===== src/rtl/mdu_pkg.sv =====
// Shared types and defaults for the multiply/divide unit.
//   div_op_e    : operation encoding, matches funct3[1:0] of DIV/DIVU/REM/REMU
//   div_state_e : iterative divider control states
package mdu_pkg;

    localparam int unsigned XLEN_DEFAULT  = 32;
    localparam int unsigned STEPS_DEFAULT = 1;

    typedef enum logic [1:0] {
        OP_DIV  = 2'b00,
        OP_DIVU = 2'b01,
        OP_REM  = 2'b10,
        OP_REMU = 2'b11
    } div_op_e;

    typedef enum logic [1:0] {
        IDLE = 2'b00,
        CALC = 2'b01,
        FIX  = 2'b10,
        DONE = 2'b11
    } div_state_e;

endpackage


===== src/rtl/div_step.sv =====
// One combinational restoring-division step.
// Ports:
//   rem_i     : partial remainder (always < divisor_i)
//   quo_i     : dividend bits still to shift in, quotient bits shifted in at the bottom
//   divisor_i : divisor magnitude
//   rem_o     : updated partial remainder
//   quo_o     : quo_i shifted left with the new quotient bit in bit 0
module div_step
    import mdu_pkg::*;
#(
    parameter int unsigned XLEN = XLEN_DEFAULT
) (
    input  logic [XLEN-1:0] rem_i,
    input  logic [XLEN-1:0] quo_i,
    input  logic [XLEN-1:0] divisor_i,
    output logic [XLEN-1:0] rem_o,
    output logic [XLEN-1:0] quo_o
);

    // The shifted remainder needs XLEN+1 bits: it can reach 2*divisor-1.
    logic [XLEN:0] rem_sh;
    logic [XLEN:0] diff;

    assign rem_sh = {rem_i, quo_i[XLEN-1]};
    assign diff   = rem_sh - {1'b0, divisor_i};

    // A borrow (diff MSB set) means rem_sh < divisor: keep rem_sh, quotient bit 0.
    assign rem_o = diff[XLEN] ? rem_sh[XLEN-1:0] : diff[XLEN-1:0];
    assign quo_o = {quo_i[XLEN-2:0], ~diff[XLEN]};

endmodule


===== src/rtl/iter_divider.sv =====
// Multi-cycle RV32M divider (DIV/DIVU/REM/REMU), restoring algorithm,
// STEPS_PER_CYCLE quotient bits per cycle, valid/ready on both sides.
// Ports:
//   clk, rst_n          : clock, synchronous active-low reset
//   flush               : kill any in-flight or completed operation
//   in_valid/in_ready   : operand handshake (op, a, b)
//   out_valid/out_ready : result handshake (result)
module iter_divider
    import mdu_pkg::*;
#(
    parameter int unsigned XLEN            = XLEN_DEFAULT,
    parameter int unsigned STEPS_PER_CYCLE = STEPS_DEFAULT
) (
    input  logic            clk,
    input  logic            rst_n,
    input  logic            flush,
    input  logic            in_valid,
    output logic            in_ready,
    input  logic [1:0]      op,
    input  logic [XLEN-1:0] a,
    input  logic [XLEN-1:0] b,
    output logic            out_valid,
    input  logic            out_ready,
    output logic [XLEN-1:0] result
);

    localparam int unsigned N     = XLEN / STEPS_PER_CYCLE;
    localparam int unsigned CNT_W = (N > 1) ? $clog2(N) : 1;
    localparam logic [XLEN-1:0] MIN_VAL = {1'b1, {(XLEN-1){1'b0}}};

    div_state_e       state_q, state_d;
    logic [CNT_W-1:0] cnt_q, cnt_d;
    logic [XLEN-1:0]  rem_q, rem_d;
    logic [XLEN-1:0]  quo_q, quo_d;
    logic [XLEN-1:0]  div_q, div_d;
    logic             quo_neg_q, quo_neg_d;
    logic             rem_neg_q, rem_neg_d;
    logic             op_rem_q, op_rem_d;
    logic [XLEN-1:0]  result_q, result_d;
    logic             out_valid_q, out_valid_d;

    // Operand decode for the IDLE accept path.
    div_op_e         op_e;
    logic            is_signed;
    logic            is_rem;
    logic            a_neg;
    logic            b_neg;
    logic [XLEN-1:0] a_abs;
    logic [XLEN-1:0] b_abs;
    logic            accept;

    assign op_e      = div_op_e'(op);
    assign is_signed = (op_e == OP_DIV) || (op_e == OP_REM);
    assign is_rem    = (op_e == OP_REM) || (op_e == OP_REMU);
    assign a_neg     = is_signed & a[XLEN-1];
    assign b_neg     = is_signed & b[XLEN-1];
    assign a_abs     = a_neg ? (XLEN'(0) - a) : a;
    assign b_abs     = b_neg ? (XLEN'(0) - b) : b;

    assign in_ready  = rst_n && (state_q == IDLE);
    assign accept    = in_valid && in_ready;
    assign out_valid = out_valid_q;
    assign result    = result_q;

    // Restoring step chain: STEPS_PER_CYCLE steps per clock.
    logic [XLEN-1:0] rem_chain [STEPS_PER_CYCLE+1];
    logic [XLEN-1:0] quo_chain [STEPS_PER_CYCLE+1];

    assign rem_chain[0] = rem_q;
    assign quo_chain[0] = quo_q;

    for (genvar g = 0; g < STEPS_PER_CYCLE; g++) begin : g_step
        div_step #(
            .XLEN(XLEN)
        ) u_step (
            .rem_i    (rem_chain[g]),
            .quo_i    (quo_chain[g]),
            .divisor_i(div_q),
            .rem_o    (rem_chain[g+1]),
            .quo_o    (quo_chain[g+1])
        );
    end

    // Sign fixup applied in FIX.
    logic [XLEN-1:0] quo_fix;
    logic [XLEN-1:0] rem_fix;

    assign quo_fix = quo_neg_q ? (XLEN'(0) - quo_q) : quo_q;
    assign rem_fix = rem_neg_q ? (XLEN'(0) - rem_q) : rem_q;

    // Next-state and datapath update.
    always_comb begin
        state_d     = state_q;
        cnt_d       = cnt_q;
        rem_d       = rem_q;
        quo_d       = quo_q;
        div_d       = div_q;
        quo_neg_d   = quo_neg_q;
        rem_neg_d   = rem_neg_q;
        op_rem_d    = op_rem_q;
        result_d    = result_q;
        out_valid_d = out_valid_q;

        if (flush) begin
            state_d     = IDLE;
            out_valid_d = 1'b0;
        end else begin
            unique case (state_q)
                IDLE: begin
                    if (accept) begin
                        if (b == '0) begin
                            result_d    = is_rem ? a : '1;
                            out_valid_d = 1'b1;
                            state_d     = DONE;
                        end else if (is_signed && (a == MIN_VAL) && (b == '1)) begin
                            result_d    = is_rem ? '0 : MIN_VAL;
                            out_valid_d = 1'b1;
                            state_d     = DONE;
                        end else begin
                            rem_d     = '0;
                            quo_d     = a_abs;
                            div_d     = b_abs;
                            quo_neg_d = a_neg ^ b_neg;
                            rem_neg_d = a_neg;
                            op_rem_d  = is_rem;
                            cnt_d     = CNT_W'(N - 1);
                            state_d   = CALC;
                        end
                    end
                end
                CALC: begin
                    rem_d = rem_chain[STEPS_PER_CYCLE];
                    quo_d = quo_chain[STEPS_PER_CYCLE];
                    if (cnt_q == '0) begin
                        state_d = FIX;
                    end else begin
                        cnt_d = cnt_q - CNT_W'(1);
                    end
                end
                FIX: begin
                    result_d    = op_rem_q ? rem_fix : quo_fix;
                    out_valid_d = 1'b1;
                    state_d     = DONE;
                end
                DONE: begin
                    if (out_ready) begin
                        out_valid_d = 1'b0;
                        state_d     = IDLE;
                    end
                end
                default: begin
                    state_d     = IDLE;
                    out_valid_d = 1'b0;
                end
            endcase
        end
    end

    // State and datapath registers.
    always_ff @(posedge clk) begin
        if (!rst_n) begin
            state_q     <= IDLE;
            cnt_q       <= '0;
            rem_q       <= '0;
            quo_q       <= '0;
            div_q       <= '0;
            quo_neg_q   <= 1'b0;
            rem_neg_q   <= 1'b0;
            op_rem_q    <= 1'b0;
            result_q    <= '0;
            out_valid_q <= 1'b0;
        end else begin
            state_q     <= state_d;
            cnt_q       <= cnt_d;
            rem_q       <= rem_d;
            quo_q       <= quo_d;
            div_q       <= div_d;
            quo_neg_q   <= quo_neg_d;
            rem_neg_q   <= rem_neg_d;
            op_rem_q    <= op_rem_d;
            result_q    <= result_d;
            out_valid_q <= out_valid_d;
        end
    end

endmodule


===== config.mk =====
export PLATFORM = sky130hd
export DESIGN_NAME = iter_divider
export DESIGN_NICKNAME = d
export VERILOG_FILES = /design/src/rtl/mdu_pkg.sv /design/src/rtl/div_step.sv /design/src/rtl/iter_divider.sv
export SDC_FILE = /design/constraint.sdc
export NUM_CORES = 1
export LEC_CHECK = 0
export ABC_AREA = 1
export BUFFER_PORTS_ARGS = -buffer_cell sky130_fd_sc_hd__buf_4
export CAP_MARGIN = 20
export CORE_UTILIZATION = 62
export CTS_BUF_LIST = sky130_fd_sc_hd__clkbuf_4
export CTS_CLUSTER_DIAMETER = 50
export DETAILED_ROUTE_END_ITERATION = 7
export PLACE_DENSITY = 0.91
export SLEW_MARGIN = 20
export SYNTH_ARGS = -nofsm -noshare
export SYNTH_HDL_FRONTEND = slang
export SYNTH_HIERARCHICAL = 1
export SYNTH_SLANG_ARGS = --single-unit

===== constraint.sdc =====
create_clock -name clk -period 5.5 [get_ports clk]
set_clock_uncertainty 0.1 [all_clocks]
set_input_delay 0 -clock clk [delete_from_list [all_inputs] [get_ports clk]]
set_output_delay 0 -clock clk [all_outputs]
set_load 0.05 [all_outputs]

# Word-level counts from Yosys, hierarchy flattened
# Cells that the tools add are included.
dict set report word_totals {
  reg_bits 139
  in_bits 71
  out_inout_bits 34
  elab_cells 94
}
dict set report classes {
  add_sub_neg 6
  n_eq_ne 14
  n_mux 36
  n_bitwise 8
  reduce_logical 20
}
# op n
set ops {}
lappend ops {{$mux W32} 17}
lappend ops {{$pmux W32 S2} 3}
lappend ops {{$sub A1 B32 Y32 const A} 4}
lappend ops {{$eq A32 B32 Y1 const B} 2}
lappend ops {{$sub A33 B32 Y33} 1}
lappend ops {{$logic_not A32 Y1} 1}
lappend ops {{$mux W5} 4}
lappend ops {{$ne A2 B2 Y1 const B} 6}
lappend ops {{$mux W2} 5}
lappend ops {{$pmux W5 S2} 1}
lappend ops {{$reduce_and A5 Y1} 2}
lappend ops {{$eq A2 B2 Y1 const B} 4}
lappend ops {{$pmux W2 S4} 1}
lappend ops {{$reduce_and A4 Y1} 2}
lappend ops {{$reduce_and A6 Y1} 1}
lappend ops {{$logic_not A5 Y1} 1}
lappend ops {{$not A1 Y1} 5}
lappend ops {{$sub A5 B1 Y5 const B} 1}
lappend ops {{$logic_and A1 B1 Y1} 4}
lappend ops {{$logic_not A2 Y1} 2}
lappend ops {{$mux W1} 4}
lappend ops {{$reduce_bool A2 Y1} 2}
lappend ops {{$ne A3 B1 Y1 const B} 1}
lappend ops {{$pmux W1 S3} 1}
lappend ops {{7 further kinds} 9}

# Logic depth before layout (Yosys ltp)
dict set report logic_depth {
  word_depth 8
  depth_mapped 21
}

# Hierarchy
# Netlist, hierarchy kept.
# module n_inst cells_per_inst area_each_um2
set by_module_without_submodules {}
lappend by_module_without_submodules {iter_divider 1 1932 10612.7}
lappend by_module_without_submodules {div_step 1 714 3395.8}

# Worst setup path before layout
# OpenSTA, ideal clock, no wires.
dict set report synth_timing {
  path_type {register to register}
  start {register quo_q[31]}
  end {register rem_q[18]}
  setup_time_ns 0.064
  t_arrival_ns 2.227
  required_time_ns 5.336
  path_slack_ns 3.109
  stages_incl_launch_ff 22
  path_buffers 1
  period_less_slack_ns 2.391
  cell_sequence {dfxtp_1 inv_1 ha_1 fa_1 inv_1 nand2_1 nand2_1 nand3_1 nand2_2 nand2_1 nand2_2 nand2_2 nand2_2 nand2_2 nand2_4 buf_4 nand2_1 nand2_1 nand2_1 nand2_1 nand2_1 nor2_1}
}
# element line_no
set synth_lines {}
lappend synth_lines {{start: declaration} iter_divider.sv:34} ;# logic [XLEN-1:0] quo_q, quo_d;
lappend synth_lines {{start signal: assignment} iter_divider.sv:176} ;# quo_q <= quo_d;
lappend synth_lines {{end signal: assignment} iter_divider.sv:175} ;# rem_q <= rem_d;
lappend synth_lines {{end: declaration} iter_divider.sv:33} ;# logic [XLEN-1:0] rem_q, rem_d;

# Worst setup path after layout
dict set report layout_timing {
  start {register state_q[0]}
  end {register quo_q[17]}
}
dict set report layout_via {
  elab_chain_len 5
  word_cells_on_any_way 10
}
# element line_no
set layout_lines {}
lappend layout_lines {{start: declaration} iter_divider.sv:31} ;# div_state_e state_q, state_d;
lappend layout_lines {{start signal: assignment} iter_divider.sv:173} ;# state_q <= state_d;
lappend layout_lines {{$logic_not A2 Y1} {iter_divider.sv:60, iter_divider.sv:108}}
lappend layout_lines {{$logic_and A1 B1 Y1} iter_divider.sv:60} ;# assign in_ready = rst_n && (state_q == IDLE);
lappend layout_lines {{$logic_and A1 B1 Y1} iter_divider.sv:61} ;# assign accept = in_valid && in_ready;
lappend layout_lines {{$ne A2 B2 Y1 (no source line)} -}
lappend layout_lines {{$reduce_and A5 Y1 (no source line)} -}
# Parallel ways exist; a longest one is shown, timed or not.
# A chain may end at the register's enable or synchronous reset.

==> impl_metrics.json <==
{
  "grt.overflow.total": 0,
  "via_per_inst": 5.66,
  "yosys-top-cells-area": "nand2_1 25%, dfxtp_1 20%, nor2_1 12%",
  "hold_end": "state_q[1]",
  "critPathArrivalTime_ns": 3.93,
  "p_leak_uw": 0.00842,
  "cts_setup_buffers": 0,
  "portBuffers": 104,
  "rrSetupSlack_ns": 1.99,
  "crit_required_ns": 5.92,
  "syn_area_per_cell_um2": 5.29,
  "totalNegativeSetupSlack_ns": 0,
  "drt-initial-drc-count": 1980,
  "grt_usage": 0.432,
  "setup_viol": 0,
  "slew_violations": 0,
  "max-slew-margin-rel": 0.270,
  "io_pins": 105,
  "syn-cell-area_um2": 14000,
  "clk_path_buf_depth": 2,
  "grt_pass1_wl_mm": 80.2,
  "initial_core_util": 0.638,
  "syn_inst": 2646,
  "post-route-period-util": 0.638,
  "dpl-instance-area_um2": 14600,
  "die_area_um2": 23200,
  "ctsResizeCount": 0,
  "place_congestion": 0.982,
  "cts.clk_slew.worst_paths_ns": 0.15,
  "vdd_drop_max_mv": 0.182,
  "cts_tree": "yes",
  "cp_max_fo": 61,
  "drive_above_1_share": 0.0662,
  "hp-class": "in -> reg",
  "placed_cells": 2924,
  "hold_viol_final": 0,
  "worst-setup-path-type": "reg -> reg",
  "routed_wl_mm": 50.2,
  "drc": 7,
  "power.density_nw_per_um2": 260,
  "cts_sinks": 139,
  "timing.max_cap.violations": 0,
  "reg2reg_depth": 8,
  "ys_types": 42,
  "area_growth_pct": 14.1,
  "min_period_ns": 3.51,
  "timing.rr.end": "quo_q[17]",
  "fillers": 1983,
  "synth_top_area_share": 0.252,
  "cts_made_buffers": 17,
  "grt_setup_unrepaired": "false",
  "antenna_found_initial": 1,
  "crit_path_end_kind": "flip-flop",
  "ys_seq_area_frac": 0.199,
  "postLayoutCellArea_um2": 16000,
  "yosysWarnings": 6,
  "status": "finished with violations",
  "die_h_um": 152,
  "worstHoldStart": "flush",
  "coreArea_um2": 22000,
  "fin_cells": 3062,
  "root_buffer": "clkbuf_4",
  "synth_area_leader_cell": "nand2_1",
  "yosys_register_bits": 139,
  "r2r-start": "state_q[0]",
  "whs_path_depth": 5,
  "hpwl_mm": 37.5,
  "die_w_um": 152,
  "utilization": 0.728,
  "syn_nets": 2761,
  "ant_nets": 0,
  "critPathLaunchType": "flip-flop",
  "drtPass1Iterations": 8,
  "cts_hold_buf": 105,
  "holdWs_ns": 0.187,
  "wl_per_cell_um": 16.4,
  "tightest_slew_ns": 1.09,
  "clock_latency_ns": 0.60,
  "violations": "design-rule violations",
  "fmax_mhz": 285,
  "htreeDepth": 4,
  "layout.nets": 2883,
  "grt_pass1_vias": 16100,
  "rows": 54,
  "grt_max_degree": 71,
  "vias": 17300
}
final cells by class:
cell class                 instances  area [um^2]  area share
inverter                         348         1310      0.0817
sequential                       139         2780       0.174
multi-input combinational       2041         9300       0.582
tap                              280          350      0.0219
clock buffer                      17          128     0.00798
antenna                            1         2.50    0.000157
timing repair buffer             221         1950       0.122
clock inverter                    15          161      0.0101
worst max-delay path, cell delays in order (launching register included):
cell           delay, ns
dfxtp_1             0.46
ha_4                0.61
clkinv_1            0.21
a21oi_1             0.30
a21boi_4            0.91
nand2_1             0.13
nand2_1             0.09
dlygate4sd3_1       0.55
nor2_1              0.04
metrics by stage:
step           power [uW]  setup WS, ns
6_report             4150          1.99
5_1_grt              4480          1.76
4_1_cts              4070          1.67
3_5_place_dp         3300          1.94
3_3_place_gp         3260          2.10
2_1_floorplan        2830          3.11
Yosys cell counts:
| cell | count |
|---|---|
| xor2_1 | 44 |
| xnor2_1 | 4 |
| nor3_4 | 1 |
| nand2_2 | 9 |
| or2_2 | 13 |
| fa_1 | 1 |
| a2111oi_0 | 1 |
| o211ai_1 | 8 |
| nor2_1 | 441 |
| o21bai_1 | 25 |
| buf_4 | 40 |
| o31ai_1 | 2 |
| and2_1 | 6 |
| a21o_1 | 2 |
| a21oi_1 | 108 |
| o311ai_0 | 1 |
| a31oi_1 | 4 |
| clkbuf_1 | 50 |
| nand2_4 | 3 |
| inv_2 | 4 |
| o21ai_0 | 115 |
| and3_1 | 3 |
| a21oi_2 | 2 |
| nand3_2 | 1 |
| nand2_1 | 941 |
| nand3b_1 | 14 |
| clkinv_1 | 3 |
| buf_1 | 8 |
| dfxtp_1 | 139 |
| or2_1 | 1 |
| nand4_2 | 1 |
| ha_1 | 43 |
| o21ai_1 | 1 |
| buf_6 | 3 |
| nor3_1 | 27 |
| nand3_1 | 184 |
| a21boi_2 | 1 |
| buf_2 | 17 |
| nand4_1 | 29 |
| nor2_2 | 2 |
| inv_1 | 341 |
| o22ai_1 | 3 |
report_power, final:
| group | leakage (uW) | internal, uW | switching [uW] |
|---|---|---|---|
| registers | 0.00113 | 1090 | 115 |
| logic | 0.00714 | 738 | 1490 |
| clock network | 0.000155 | 277 | 449 |
how the worst max path moves through the flow:
stage | start | to | slack (ns)
finish | state_q[0] | quo_q[17] | 1.99
global route | state_q[1] | quo_q[17] | 1.76
CTS | state_q[1] | quo_q[17] | 1.67
detailed placement | state_q[1] | rem_q[17] | 1.94
global placement | state_q[1] | rem_q[30] | 2.10
floorplan | quo_q[31] | rem_q[18] | 3.11
metal layers:
metal	up-vias	share of wire	global-route usage
met5	-	0	0
met2	954	0.43	0.665
li1	8423	-	-
met3	188	0.12	0.106
met4	0	0.038	0.186
met1	7772	0.41	0.574
state kept, by name (all words and copies together), names as in the netlist:
register / count
rem_q: 32
out_valid: 1
rem_neg_q: 1
quo_neg_q: 1
state_q: 2
cnt_q: 5
quo_q: 32
result: 32
div_q: 32
op_rem_q: 1
cells in the final DEF (no fill, tap or decap), types with 27 or more instances in the layout:
cell	instances
nand2_1	941
ha_1	42
inv_1	341
dlygate4sd3_1	105
nor2_1	441
a21oi_1	108
dfxtp_1	139
nand4_1	29
xor2_1	44
nor3_1	27
o21ai_0	115
buf_4	114
nand3_1	184
logic make-up after synthesis:
group           after synthesis  synth area share
flops                       139             0.199
xor+xnor                     48            0.0300
buf+inv                     466             0.139
simple gates               1676             0.487
fa+ha+maj                    44            0.0398
compound gates              273             0.106
No activity file was read; power rests on OpenSTA's default activity.
